[src/rtl/wb_pkg.sv]
// wb_pkg: shared types and constants for the PD pipeline writeback stage.
//   wbsel_e  - writeback source select (ALU, MEM, PC+4, zero)
//   LB..LHU  - RV32I load funct3 encodings
//   memwb_t  - contents of the MEM/WB pipeline register
// The widths in memwb_t follow WB_DWIDTH/WB_AWIDTH/WB_RWIDTH; the stage
// parameters are expected to match them.
package wb_pkg;

  localparam int WB_DWIDTH = 32;
  localparam int WB_AWIDTH = 32;
  localparam int WB_RWIDTH = 5;

  typedef enum logic [1:0] {
    WBSEL_ALU = 2'b00,
    WBSEL_MEM = 2'b01,
    WBSEL_PC4 = 2'b10,
    WBSEL_DEF = 2'b11
  } wbsel_e;

  localparam logic [2:0] LB  = 3'b000;
  localparam logic [2:0] LH  = 3'b001;
  localparam logic [2:0] LW  = 3'b010;
  localparam logic [2:0] LBU = 3'b100;
  localparam logic [2:0] LHU = 3'b101;

  typedef struct packed {
    logic                 valid;
    logic [WB_AWIDTH-1:0] pc;
    logic [WB_DWIDTH-1:0] alu_res;
    logic [WB_DWIDTH-1:0] mem_data;
    logic [2:0]           funct3;
    wbsel_e               wbsel;
    logic                 regwren;
    logic [WB_RWIDTH-1:0] rd;
    logic                 brtaken;
  } memwb_t;

endpackage

[src/rtl/wb_load_align.sv]
// wb_load_align: combinational load alignment and extension.
// Ports:
//   word       in  32  aligned memory word
//   funct3     in  3   load size/sign (RV32I encoding)
//   offset     in  2   byte offset within the word (address bits [1:0])
//   data       out 32  selected and sign/zero-extended load data
//   misaligned out 1   halfword at odd offset or word at non-zero offset
module wb_load_align
  import wb_pkg::*;
(
  input  logic [31:0] word,
  input  logic [2:0]  funct3,
  input  logic [1:0]  offset,
  output logic [31:0] data,
  output logic        misaligned
);

  logic [7:0]  byte_sel;
  logic [15:0] half_sel;

  always_comb begin
    byte_sel   = word[{offset, 3'b000} +: 8];
    half_sel   = offset[1] ? word[31:16] : word[15:0];
    data       = word;
    misaligned = 1'b0;
    case (funct3)
      LB:  data = {{24{byte_sel[7]}}, byte_sel};
      LBU: data = {24'h0, byte_sel};
      LH: begin
        data       = {{16{half_sel[15]}}, half_sel};
        misaligned = offset[0];
      end
      LHU: begin
        data       = {16'h0, half_sel};
        misaligned = offset[0];
      end
      LW:  misaligned = (offset != 2'b00);
      default: data = word;
    endcase
  end

endmodule

[src/rtl/wb_stage_pipe.sv]
// wb_stage_pipe: registered writeback stage (MEM/WB register, load
// alignment, writeback mux, register-file write port, next-PC).
// Ports:
//   clk_i, rst_ni            clock (rising) / async active-low reset
//   valid_i, stall_i, flush_i pipeline control
//   pc_i, alu_res_i, memory_data_i, funct3_i, wbsel_i, regwren_i, rd_i,
//   brtaken_i                 MEM-stage instruction fields
//   rf_we_o, rf_waddr_o, rf_wdata_o  register-file write / forwarding bus
//   next_pc_o, next_pc_valid_o       redirect target
//   misalign_o                misaligned load flag
//   retire_o, instret_o       retirement pulse and 64-bit counter
// Build option: define WB_INSTRET_EN to build the retired-instruction
// counter; otherwise instret_o is tied to zero.
module wb_stage_pipe
  import wb_pkg::*;
#(
  parameter int DWIDTH = 32,
  parameter int AWIDTH = 32,
  parameter int RWIDTH = 5
) (
  input  logic              clk_i,
  input  logic              rst_ni,
  input  logic              valid_i,
  input  logic              stall_i,
  input  logic              flush_i,
  input  logic [AWIDTH-1:0] pc_i,
  input  logic [DWIDTH-1:0] alu_res_i,
  input  logic [DWIDTH-1:0] memory_data_i,
  input  logic [2:0]        funct3_i,
  input  logic [1:0]        wbsel_i,
  input  logic              regwren_i,
  input  logic [RWIDTH-1:0] rd_i,
  input  logic              brtaken_i,
  output logic              rf_we_o,
  output logic [RWIDTH-1:0] rf_waddr_o,
  output logic [DWIDTH-1:0] rf_wdata_o,
  output logic [AWIDTH-1:0] next_pc_o,
  output logic              next_pc_valid_o,
  output logic              misalign_o,
  output logic              retire_o,
  output logic [63:0]       instret_o
);

  memwb_t            memwb;
  logic [DWIDTH-1:0] load_data;
  logic              load_misaligned;
  logic [AWIDTH-1:0] pc_plus4;

  // Flush beats stall; a flush only kills the valid bit so the data
  // fields are left as they were.
  always_ff @(posedge clk_i or negedge rst_ni) begin
    if (!rst_ni) begin
      memwb <= '0;
    end else if (flush_i) begin
      memwb.valid <= 1'b0;
    end else if (!stall_i) begin
      memwb.valid    <= valid_i;
      memwb.pc       <= pc_i;
      memwb.alu_res  <= alu_res_i;
      memwb.mem_data <= memory_data_i;
      memwb.funct3   <= funct3_i;
      memwb.wbsel    <= wbsel_e'(wbsel_i);
      memwb.regwren  <= regwren_i;
      memwb.rd       <= rd_i;
      memwb.brtaken  <= brtaken_i;
    end
  end

  wb_load_align u_load_align (
    .word       (memwb.mem_data),
    .funct3     (memwb.funct3),
    .offset     (memwb.alu_res[1:0]),
    .data       (load_data),
    .misaligned (load_misaligned)
  );

  assign pc_plus4 = memwb.pc + AWIDTH'(4);

  // Writeback source select; PC+4 wraps naturally at the address width.
  always_comb begin
    rf_wdata_o = '0;
    case (memwb.wbsel)
      WBSEL_ALU: rf_wdata_o = memwb.alu_res;
      WBSEL_MEM: rf_wdata_o = load_data;
      WBSEL_PC4: rf_wdata_o = DWIDTH'(pc_plus4);
      default:   rf_wdata_o = '0;
    endcase
  end

  assign misalign_o = memwb.valid & (memwb.wbsel == WBSEL_MEM) & load_misaligned;
  assign rf_we_o    = memwb.valid & memwb.regwren & (memwb.rd != '0) & ~misalign_o;
  assign rf_waddr_o = memwb.rd;

  // Next PC is gated by the valid bit so a bubble (and reset) drives zero
  // rather than the stale PC+4.
  assign next_pc_o = !memwb.valid ? '0 :
                     (memwb.brtaken | (memwb.wbsel == WBSEL_PC4)) ?
                     memwb.alu_res[AWIDTH-1:0] : pc_plus4;
  assign next_pc_valid_o = memwb.valid;

  // The only output with a combinational dependence on stall_i.
  assign retire_o = memwb.valid & ~stall_i;

`ifdef WB_INSTRET_EN
  logic [63:0] instret_q;

  always_ff @(posedge clk_i or negedge rst_ni) begin
    if (!rst_ni) begin
      instret_q <= '0;
    end else if (retire_o) begin
      instret_q <= instret_q + 64'd1;
    end
  end

  assign instret_o = instret_q;
`else
  assign instret_o = '0;
`endif

endmodule
[config.mk]
export PLATFORM = sky130hd
export DESIGN_NAME = wb_stage_pipe
export DESIGN_NICKNAME = d
export VERILOG_FILES = /design/src/rtl/wb_pkg.sv /design/src/rtl/wb_load_align.sv /design/src/rtl/wb_stage_pipe.sv
export SDC_FILE = /design/constraint.sdc
export NUM_CORES = 1
export LEC_CHECK = 0
export ABC_AREA = 1
export ABC_CLOCK_PERIOD_IN_PS = 4700
export CAP_MARGIN = 5
export CORE_ASPECT_RATIO = 1.1
export CORE_MARGIN = 2
export CORE_UTILIZATION = 25
export CTS_CLUSTER_DIAMETER = 50
export CTS_CLUSTER_SIZE = 40
export DETAILED_ROUTE_END_ITERATION = 10
export MAX_ROUTING_LAYER = met4
export SYNTH_ARGS = -nofsm -noshare
export SYNTH_HDL_FRONTEND = slang
export SYNTH_SLANG_ARGS = --single-unit
[constraint.sdc]
create_clock -name clk_i -period 4.7 [get_ports clk_i]
set_input_delay 0.94 -clock clk_i [delete_from_list [all_inputs] [get_ports clk_i]]
set_output_delay 0.94 -clock clk_i [all_outputs]
set_load 0.01 [all_outputs]
---- After elaboration in Yosys (flattened, before gate mapping) ----
Index checks and enable logic that the tools add are counted.
cells by class
  add/sub/neg operators ................... 1
  equal/unequal tests ..................... 7
  bitwise logic cells ..................... 10
  div/mod/pow operators ................... 0
  mux-type cells .......................... 8
  shift operators ......................... 1
  reductions and logical operators ........ 6
  multipliers ............................. 0
  magnitude comparators ................... 0
operator list
  operator                                        number
  case mux 32 bit (4 select lines)                1
  two-way mux 109 bit                             1
  case mux 32 bit (3 select lines)                1
  two-way mux 32 bit                              2
  adder 32 x 3 -> 32 bit (second input constant)  1
  indexed part select 32 x 6 -> 8 bit             1
  two-way mux 16 bit                              1
  bitwise AND 1 bit                               6
  == test 3 bit (second input constant)           2
  nonzero test 5 bit                              1
  == test 3 x 1 -> 1 bit (second input constant)  1
  == test 3 x 2 -> 1 bit (second input constant)  1
  logical NOT 3 bit                               1
  NOT 1 bit                                       3
  == test 2 x 1 -> 1 bit (second input constant)  1
  == test 2 bit (second input constant)           1
  logical NOT 2 bit                               1
  != test 2 x 1 -> 1 bit (second input constant)  1
  case mux 1 bit (2 select lines)                 1
  AND reduction 2 bit                             1
  nonzero test 2 bit                              1
  OR reduction 2 bit                              1
  two-way mux 1 bit                               1
  bitwise OR 1 bit                                1
storage, ports and cells
  output and inout port bits .............. 137
  bits in latches ......................... 0
  memories ................................ 0
  register bits after elaboration ......... 109
  memory bits (writable) .................. 0
  ROM bits ................................ 0

---- Depth between registers and ports, before layout ----
Gate-level depths: netlist (run 1).
  depth after elaboration ................. 6
  depth in mapped cells ................... 10
  depth with buffers taken out ............ 10

---- Modules after synthesis ----
A second synthesis (run 1) with hierarchy kept.
unflattened totals
  cells, all modules ...................... 1028
  area, all modules ....................... 7521.0 um2
by module, submodules not included
  module         area an instance (um2)  times used  sequential area each (um2)  cells each
  wb_stage_pipe  6693.9                  1           2727.6                      845
  wb_load_align  827.0                   1           0.0                         183

---- Worst setup path after synthesis (run 1) ----
OpenSTA, ideal clock, no wires.
  path type ............................... reg-to-output
  start ................................... reg memwb[79] (netlist bit)
  end ..................................... out next_pc_o[18]
  setup slack ............................. 2.326 ns
  data required time ...................... 3.760 ns
  stages on the path, launching flop included .. 8
  path buffers ............................ 0
  data arrival time ....................... 1.434 ns
  cell sequence ........................... dfrtp_1 ha_1 nand2_2 nor2_2 nand2_1 o21ai_0 nand2_1 a21oi_1
between the ends
  word-level cells in the longest chain between the ends .. 3
RTL lines
  item                    line                 RTL
  start: declaration      wb_stage_pipe.sv:44  memwb_t memwb;
  adder 32 x 3 -> 32 bit  wb_stage_pipe.sv:77  assign pc_plus4 = memwb.pc + AWIDTH'(4);
  two-way mux 32 bit      wb_stage_pipe.sv:97  (memwb.brtaken | (memwb.wbsel == WBSEL_PC4)) ?
  two-way mux 32 bit      wb_stage_pipe.sv:96  assign next_pc_o = !memwb.valid ? '0 :
  end: declaration        wb_stage_pipe.sv:37  output logic [AWIDTH-1:0] next_pc_o,
No other way between the ends.

---- Worst setup path after layout (run 1) ----
  start ................................... reg memwb[45] (netlist bit)
  end ..................................... out rf_wdata_o[19]
between the ends
  word-level cells in the longest chain between the ends .. 3
RTL lines
  item                                                                       line                                      RTL
  indexed part select 32 x 6 -> 8 bit or two-way mux 16 bit (tied branches)  wb_load_align.sv:22, wb_load_align.sv:23
  case mux 32 bit (4 select lines) *                                         wb_load_align.sv:26                       case (funct3)
  case mux 32 bit (3 select lines) *                                         wb_stage_pipe.sv:82                       case (memwb.wbsel)
  end: declaration                                                           wb_stage_pipe.sv:36                       output logic [DWIDTH-1:0] rf_wdata_o,
Mark *: on every way between the ends. The rest lies on a longest branch, timed or not.

==> results.cfg, run 1 <==
[final_layout]
post_route_cells_drive_above_1_share_pct = 7.45
final_core_util_pct = 33.1
insertedDiodeCount = 0
layout.cells.non_filler = 1536
final_common_cell = sky130_fd_sc_hd__nand2_1
area_growth_syn_to_layout_pct = 30.7
finish.net_count = 1277
leading_cell_types_in_the_layout_fill_and_taps_excluded = 275 x sky130_fd_sc_hd__nand2_1, 184 x sky130_fd_sc_hd__clkdlybuf4s50_1, 129 x sky130_fd_sc_hd__o21ai_0
finalInstanceArea_um2 = 9450

[sta]
max_slew.worst_pin.slew_ps = 692
totalNegativeSetupSlack_ps = 0
drv_slew = 0
slew_headroom_pct = 53.8
final_critical_path_setup_slack_ps = 762
finalHoldViolCount = 0
final.hold.worst_slack_ps = 516
finClkSkew_ps = 0
timing.final.setup_violations = 0
grt_setup_unrepaired = no
fmax_mhz = 254
layout_worst_path_cycle_share_pct = 83.8
timing.final.crit_period_ps = 3940

[worst_setup_path]
cell_type_with_the_highest_occurrence_count_on_the_critical_path = sky130_fd_sc_hd__nand3_1
worst-endpoint-arrival_ps = 3000
worst_r2r_endpoint = memwb[45]
crit_path_max_fanout = 23
timing.reg2reg.worst_path_depth = 2
regToRegSetupSlack_ps = 3200
cp.required_ps = 3760
r2r-start = memwb[45]
timing.critical_path.from_type = register
worstSetupPathType = register to primary output
crit_chain = inv_1 > nand3_1 > nand2_1 > nand2_4 > nand3_4 > nand3_1 > nand3_1 > clkdlybuf4s50_1
slowest_stage_delay_cp_ps = 790
endpoint_class_of_the_critical_path = primary output
worst_path_max_delay_cell = sky130_fd_sc_hd__dfrtp_1

[min_path]
timing.hold.worst_endpoint = memwb[6]
min_from = memwb[6]
hold_class = register to register
cells_on_worst_hold_path = 1

[grt]
first_global_vias = 6827
overflow = 0
grt_usage_pct = 18.3
grt_antenna_before_repair = 0
grt_first_pass_wirelength_um = 41200
grt_max_degree = 91

[clocking]
clock_insertion_delay_worst_skew_ps = 350
clock-sinks = 109
postCtsSetupRepairBufs = 0
tritoncts = built
ctsResizeCount = 0
path_clk_slew_ps = 80
cts-buffers-inserted = 9
cts_max_level = 3
cts.root.buffer_cell = sky130_fd_sc_hd__clkbuf_16
clockBufferDepth = 2
ctsHoldBuffers = 0

[detailed_routing]
drt-wirelength-per-cell_um = 17.9
wl_final_um = 27400
post_drt_via_cell_ratio = 4.58
detailroute.via_count = 7041
drc = 0
drtPass1Iterations = 5
detailedRoute.firstIterationViolations = 677
postRouteAntennaNets = 0

[placement]
routabilityCongestion = 0.951
dp_hpwl_um = 21600
place.port_buffers = 185
detailedPlace.worstSlack_ps = 1200
standard_cell_area_after_detailed_placement_um2 = 9150
numPlacedInstances = 1520

[synth]
yosysWarningCount = 0
yosysUniqueCellTypes = 36
yosysSeqAreaShare_pct = 37.7
synth.ff_latch_count = 109
synth_area_in_compound_gates_pct = 15.6
yosys.area_share.simple_pct = 25.7
post_synth_design_cell_area_um2 = 7230
ys_top_cells_by_area = sky130_fd_sc_hd__dfrtp_1 38%, sky130_fd_sc_hd__nand2_1 14%, sky130_fd_sc_hd__o21ai_0 8.9%
synth_xor_xnor_area_share_pct = 0.848
synthAdderAreaFrac_pct = 0.173
post_synth.cell_area_avg_um2 = 7.18
main_combinational_cell_family_by_area_after_synthesis = simple AND/OR/NAND/NOR gates
synth_top_area_share_pct = 37.7
synth_top_area_cell = sky130_fd_sc_hd__dfrtp_1
synth.area.mux_share_pct = 4.51
gate_count_after_technology_mapping = 1008

[power]
p_leak_nw = 4.08
total_power_mw = 3.06
total_power_divided_by_cell_area_nw_per_um2 = 324
max-vdd-ir-drop_mv = 0.190

[floorplanning]
chipHeight_um = 182
chipWidth_um = 166
placement_rows = 65
design.die.area_um2 = 30300
fp.coreArea_um2 = 28500
boundaryPins = 250
initial_standard_cell_utilization_of_the_core_pct = 25.3

[job]
max-cap-violations = 0

[status]
status = finished, final reports clean
worst max path at each step:
stage	start	to	slack (ps)	cells past startpoint
6_report	memwb[45]	rf_wdata_o[19]	760	8
5_1_grt	memwb[45]	rf_wdata_o[0]	570	7
4_1_cts	memwb[45]	rf_wdata_o[19]	790	8
3_5_place_dp	memwb[45]	rf_wdata_o[19]	1200	8
3_3_place_gp	memwb[45]	rf_wdata_o[19]	1260	8
2_1_floorplan	memwb[79]	next_pc_o[18]	2330	7
cell usage after synthesis:
cell type,n
sky130_fd_sc_hd__nor2_4,7
sky130_fd_sc_hd__clkbuf_1,16
sky130_fd_sc_hd__dfrtp_1,109
sky130_fd_sc_hd__nand4_1,4
sky130_fd_sc_hd__nor3_1,2
sky130_fd_sc_hd__nand2_1,275
sky130_fd_sc_hd__o21ai_1,4
sky130_fd_sc_hd__conb_1,1
sky130_fd_sc_hd__o211ai_1,12
sky130_fd_sc_hd__xor2_1,7
sky130_fd_sc_hd__buf_2,23
sky130_fd_sc_hd__inv_1,92
sky130_fd_sc_hd__nor2_1,47
sky130_fd_sc_hd__ha_1,1
sky130_fd_sc_hd__a21oi_1,65
sky130_fd_sc_hd__mux2_2,29
sky130_fd_sc_hd__or2_1,1
sky130_fd_sc_hd__clkinv_1,1
sky130_fd_sc_hd__a211oi_1,1
sky130_fd_sc_hd__nand2_2,5
sky130_fd_sc_hd__nand3_2,1
sky130_fd_sc_hd__nand3b_1,1
sky130_fd_sc_hd__nand3_4,1
sky130_fd_sc_hd__nor2_8,1
sky130_fd_sc_hd__or2_0,1
sky130_fd_sc_hd__o21ai_0,129
sky130_fd_sc_hd__a31oi_1,1
sky130_fd_sc_hd__o2111ai_1,2
sky130_fd_sc_hd__o221ai_1,1
sky130_fd_sc_hd__buf_1,1
sky130_fd_sc_hd__inv_2,9
sky130_fd_sc_hd__nor2_2,6
sky130_fd_sc_hd__o22ai_1,1
sky130_fd_sc_hd__nand2_4,2
sky130_fd_sc_hd__nand3_1,75
sky130_fd_sc_hd__buf_4,74
per-layer routing:
layer  up-vias  GRT usage, %  routed length, um
li1       3443             -                  -
met1      3291          23.3              12000
met2       284          30.4              13400
met3        23          3.34               1610
met4         0          3.76                399
met5         -             -                  0
worst max-delay path, delay by kind of cell (launching register included):
kind,cells,cell delay [ps]
buffers and inverters,2,920
flip-flops,1,790
AND/OR/NAND/NOR,6,930
report_power, final:
group	leakage (nW)	internal [mW]	total, mW	switching (mW)
sequential	1.32	1.06	1.18	0.121
clock	0.142	0.431	0.811	0.380
combinational	2.61	0.451	1.07	0.617
cell families after synthesis:
| group | Yosys count |
|---|---|
| simple gates | 429 |
| other cells | 1 |
| mux | 29 |
| flops | 109 |
| buf+inv | 216 |
| compound gates | 216 |
| xor+xnor | 7 |
| fa+ha+maj | 1 |
sequential cells by signal, summed over array words and instances (netlist names):
signal           count
rf_waddr_o           5
memwb              103
next_pc_valid_o      1
cell type report:
class                   instances  area, um^2
clock buffers                  11         243
clock inverters                 5        58.8
fillers                      3075       19100
inverters                     102         383
multi-input cells             746        3630
flip-flops and latches        109        2730
well taps                     368         460
repair buffers                195        1950
Power figures use the tool's default switching activity.
==> inputs of run 2 (changes only) <==
- ABC_CLOCK_PERIOD_IN_PS: 4700 -> 3650
- clock period: 4.7 -> 3.65 ns (I/O delays scaled with it)
==> results.cfg, run 2 (synthesis results as in run 1) <==
[status]
status = finished, final reports clean

[clocking]
ctsHoldBuffers = 0
clockBufferDepth = 2
clock_insertion_delay_worst_skew_ps = 360
cts-buffers-inserted = 9
cts_max_level = 3
ctsResizeCount = 0
clock-sinks = 109
path_clk_slew_ps = 90
cts.root.buffer_cell = sky130_fd_sc_hd__clkbuf_16
tritoncts = built
postCtsSetupRepairBufs = 0

[grt]
first_global_vias = 6977
overflow = 0
grt_max_degree = 122
grt_antenna_before_repair = 0
grt_usage_pct = 18.8
grt_first_pass_wirelength_um = 42200

[floorplanning]
fp.coreArea_um2 = 28500
placement_rows = 65
boundaryPins = 250
chipHeight_um = 182
initial_standard_cell_utilization_of_the_core_pct = 25.3
chipWidth_um = 166
design.die.area_um2 = 30300

[final_layout]
post_route_cells_drive_above_1_share_pct = 7.77
largest_reg_flops = 103
insertedDiodeCount = 0
leading_cell_types_in_the_layout_fill_and_taps_excluded = 275 x sky130_fd_sc_hd__nand2_1, 184 x sky130_fd_sc_hd__clkdlybuf4s50_1, 129 x sky130_fd_sc_hd__o21ai_0
finish.net_count = 1280
final_common_cell = sky130_fd_sc_hd__nand2_1
top_register = memwb
finalInstanceArea_um2 = 9440
area_growth_syn_to_layout_pct = 30.6

[detailed_routing]
top_signal_layer_used = met4
post_drt_via_cell_ratio = 4.63
met3_wirelength_um = 1440
wl_final_um = 27900
postRouteAntennaNets = 0
detailedRoute.firstIterationViolations = 759
met1Wirelength_um = 12500
detailed_routed_wire_length_on_met2_um = 13200
drc = 0
drt-wirelength-per-cell_um = 18.1
detailroute.via_count = 7122
drtPass1Iterations = 5

[sta]
fmax_mhz = 286
grt_setup_unrepaired = no
timing.final.crit_period_ps = 3490
finClkSkew_ps = 0
slew_headroom_pct = 34.2
drv_slew = 0
layout_worst_path_cycle_share_pct = 95.7
totalNegativeSetupSlack_ps = 0
max_slew.worst_pin.slew_ps = 986
finalHoldViolCount = 0
timing.final.setup_violations = 0

[worst_setup_path]
cp.required_ps = 2920
regToRegSetupSlack_ps = 2490
timing.reg2reg.worst_path_depth = 2
worst-endpoint-arrival_ps = 2760
worst_r2r_endpoint = memwb[10]
r2r-start = memwb[10]
crit_path_max_fanout = 6
timing.critical_path.from_type = register
endpoint_class_of_the_critical_path = primary output
worstSetupPathType = register to primary output

[placement]
routabilityCongestion = 0.970
standard_cell_area_after_detailed_placement_um2 = 9160
dp_hpwl_um = 22000
place.port_buffers = 185

[power]
total_power_mw = 3.90
clockPowerShare_pct = 25.4
max-vdd-ir-drop_mv = 0.196
power.switching_fraction_pct = 37.8
combPwrFrac_pct = 35.6
total_switching_power_mw = 1.48
sequentialPowerShare_pct = 38.9
internal_power_mw = 2.43
total_power_divided_by_cell_area_nw_per_um2 = 413
p_leak_nw = 4.08

[min_path]
hold_class = primary input to async pin

[job]
max-cap-violations = 0
## run 2: cell types whose count changed in the layout (fill, tap and decap cells not counted)
cell,before,now
sky130_fd_sc_hd__clkbuf_1,1,0
sky130_fd_sc_hd__buf_12,2,1
sky130_fd_sc_hd__clkinv_4,0,2
sky130_fd_sc_hd__clkinv_2,1,0
sky130_fd_sc_hd__buf_4,9,13
sky130_fd_sc_hd__inv_6,1,3
sky130_fd_sc_hd__clkbuf_8,1,0
sky130_fd_sc_hd__bufinv_16,1,0
## run 2: through the flow
step	utilization, %	setup slack, ps	hold WS (ps)	std cells
floorplan	-	1490	434	1071
global placement	32.1	560	492	1523
detailed placement	32.1	531	497	1523
CTS	33.1	112	514	1539
global route	33.1	17.1	529	1539
finish	33.1	158	505	1539
## run 2: layer usage
metal  vias up  GRT usage, %
met3        38          2.71
met4         0          6.16
met2       279          30.1
met1      3361          24.6
met5         -             -
li1       3444             -
## run 2: critical path, cell delays in order (launching register included)
cell and delay, ps:
sky130_fd_sc_hd__dfrtp_1 410, sky130_fd_sc_hd__ha_1 340, sky130_fd_sc_hd__nand2_2 100, sky130_fd_sc_hd__nor2_2 180, sky130_fd_sc_hd__inv_1 100, sky130_fd_sc_hd__nor2_1 300
sky130_fd_sc_hd__nand2_1 90, sky130_fd_sc_hd__nand2_1 80, sky130_fd_sc_hd__nand2_1 60, sky130_fd_sc_hd__a21oi_1 160, sky130_fd_sc_hd__clkdlybuf4s50_1 560
## run 2: area by class of cell
type	count	area, um^2
clock buffer	9	225
clock inverter	7	58.8
fill	3064	19100
inverter	102	383
multi-input combinational	746	3630
sequential	109	2730
tap	368	460
timing repair buffer	198	1960
## run 2: power by group through the flow
stage / registers, mW / clock network, mW / logic [mW]
floorplan: 1.48 / 0 / 0.798
global placement: 1.54 / 0 / 1.39
detailed placement: 1.54 / 0 / 1.39
CTS: 1.52 / 1.01 / 1.39
global route: 1.54 / 1.07 / 1.52
finish: 1.52 / 0.992 / 1.39
## run 2: worst max-delay path by stage
stage | start | to | slack [ps] | depth (start not counted)
3_5_place_dp | memwb[79] | next_pc_o[30] | 530 | 10
4_1_cts | memwb[79] | next_pc_o[30] | 110 | 10
5_1_grt | memwb[79] | next_pc_o[30] | 20 | 10
6_report | memwb[79] | next_pc_o[30] | 160 | 10
2_1_floorplan | memwb[79] | next_pc_o[18] | 1490 | 7
3_3_place_gp | memwb[79] | next_pc_o[30] | 560 | 10
==> inputs of run 3 (changes only) <==
- RECOVER_POWER: unset -> 100
- SLEW_MARGIN: unset -> 20
==> results.cfg, run 3 (synthesis results as in run 1) <==
[status]
status = complete, but fails checks
violated_checks = max-capacitance violations, max-slew violations

[final_layout]
insertedDiodeCount = 0
fill_cell_instance_count_of_the_final_layout = 3069
final_common_cell = sky130_fd_sc_hd__nand2_1
post_route_cells_drive_above_1_share_pct = 7.59
largest_reg_flops = 103
top_register = memwb
seqCellArea_um2 = 2730
multi_input_logic_area_um2 = 3620
leading_cell_types_in_the_layout_fill_and_taps_excluded = 275 x sky130_fd_sc_hd__nand2_1, 148 x sky130_fd_sc_hd__clkdlybuf4s50_1, 130 x sky130_fd_sc_hd__o21ai_0
finish.net_count = 1281
area_growth_syn_to_layout_pct = 30.0

[detailed_routing]
postRouteAntennaNets = 0
drt-wirelength-per-cell_um = 18.1
detailedRoute.firstIterationViolations = 755
drtPass1Iterations = 5
detailroute.via_count = 7098
drc = 0
wl_final_um = 27900
post_drt_via_cell_ratio = 4.61

[power]
total_power_divided_by_cell_area_nw_per_um2 = 412
internal_power_mw = 2.41
clockPowerShare_pct = 25.5
max-vdd-ir-drop_mv = 0.196
power.switching_fraction_pct = 37.9
total_power_mw = 3.88
p_leak_nw = 4.15
combPwrFrac_pct = 35.3
sequentialPowerShare_pct = 39.2
total_switching_power_mw = 1.47

[floorplanning]
fp.coreArea_um2 = 28500
boundaryPins = 250
initial_standard_cell_utilization_of_the_core_pct = 25.3
chipHeight_um = 182
chipWidth_um = 166
design.die.area_um2 = 30300
placement_rows = 65

[worst_setup_path]
endpoint_class_of_the_critical_path = primary output
timing.reg2reg.worst_path_depth = 2
crit_path_max_fanout = 17
worst-endpoint-arrival_ps = 2780
worstSetupPathType = register to primary output
r2r-start = memwb[10]
cp.required_ps = 2920
timing.critical_path.from = memwb[10]
timing.critical_path.from_type = register

[sta]
max_slew.worst_pin.slew_ps = 2020
timing.final.crit_period_ps = 3510
drv_slew = 122
finClkSkew_ps = 0
slew_headroom_pct = -34.5
grt_setup_unrepaired = no
fmax_mhz = 285
layout_worst_path_cycle_share_pct = 96.2
timing.final.setup_violations = 0
finalHoldViolCount = 0
totalNegativeSetupSlack_ps = 0

[clocking]
cts.root.buffer_cell = sky130_fd_sc_hd__clkbuf_16
path_clk_slew_ps = 70
postCtsSetupRepairBufs = 0
ctsResizeCount = 0
tritoncts = built
clock-sinks = 109
cts_max_level = 3
clock_insertion_delay_worst_skew_ps = 360
cts-buffers-inserted = 9
ctsHoldBuffers = 0
clockBufferDepth = 2

[placement]
routabilityCongestion = 0.970
place.port_buffers = 185
dp_hpwl_um = 22000

[min_path]
cells_on_worst_hold_path = 1
hold_class = register to register
min_from = memwb[17]

[job]
max-cap-violations = 1

[grt]
grt_usage_pct = 18.8
grt_antenna_before_repair = 0
grt_first_pass_wirelength_um = 42200
grt_max_degree = 122
first_global_vias = 6977
overflow = 0
run 3: cell count changes in the layout (fill, tap and decap cells not counted), sizes merged:
cell,change
clkbuf,+7
buf,-6
clkdlybuf4s50,-36
dlygate4sd3,+36
run 3: critical path, cell delays in order, from the launching register on:
cell,delay (ps)
sky130_fd_sc_hd__dfrtp_1,730
sky130_fd_sc_hd__inv_1,260
sky130_fd_sc_hd__nand2_1,230
sky130_fd_sc_hd__inv_2,60
sky130_fd_sc_hd__nand3_2,90
sky130_fd_sc_hd__nand3_4,230
sky130_fd_sc_hd__nand3_1,140
sky130_fd_sc_hd__nand3_1,160
sky130_fd_sc_hd__clkdlybuf4s50_1,520
run 3: cell type report:
| class | instances | share of cell area [%] |
|---|---|---|
| clock inverter | 7 | 0.625 |
| tap | 368 | 4.90 |
| multi-input combinational | 746 | 38.5 |
| inverter | 102 | 4.07 |
| sequential | 109 | 29.0 |
| timing repair buffer | 199 | 20.5 |
| clock buffer | 9 | 2.40 |
run 3: power by group through the flow:
stage	sequential (mW)	clock [mW]	combinational (mW)
finish	1.52	0.990	1.37
global route	1.54	1.07	1.49
CTS	1.52	1.01	1.39
detailed placement	1.54	0	1.39
global placement	1.54	0	1.39
floorplan	1.48	0	0.798
run 3: through the flow:
stage / hold slack [ps] / utilization [%] / area, um^2 / instances / setup WS [ps]
floorplan: 434 / - / 7470 / 1071 / 1490
global placement: 492 / 32.1 / 9160 / 1523 / 560
detailed placement: 497 / 32.1 / 9160 / 1523 / 531
CTS: 514 / 33.1 / 9440 / 1539 / 112
global route: 530 / 32.9 / 9400 / 1540 / 14.7
finish: 513 / 32.9 / 9400 / 1540 / 138
run 3: layer usage:
| layer | part of all wire (%) | vias up | track usage [%] |
|---|---|---|---|
| li1 | - | 3448 | - |
| met3 | 5.3 | 43 | 2.71 |
| met4 | 2.8 | 0 | 6.16 |
| met5 | 0 | - | - |
| met2 | 47 | 278 | 30.1 |
| met1 | 45 | 3329 | 24.6 |
run 3: path summary, 6_finish.rpt:
kind / endpoint / slack [ps]
max: rf_wdata_o[19] / 140
min: memwb[17] / 510
max reg2reg: memwb[10] / 2350
min reg2reg: memwb[17] / 510
max in group asynchronous: memwb[86] / 830
min in group asynchronous: memwb[24] / 540
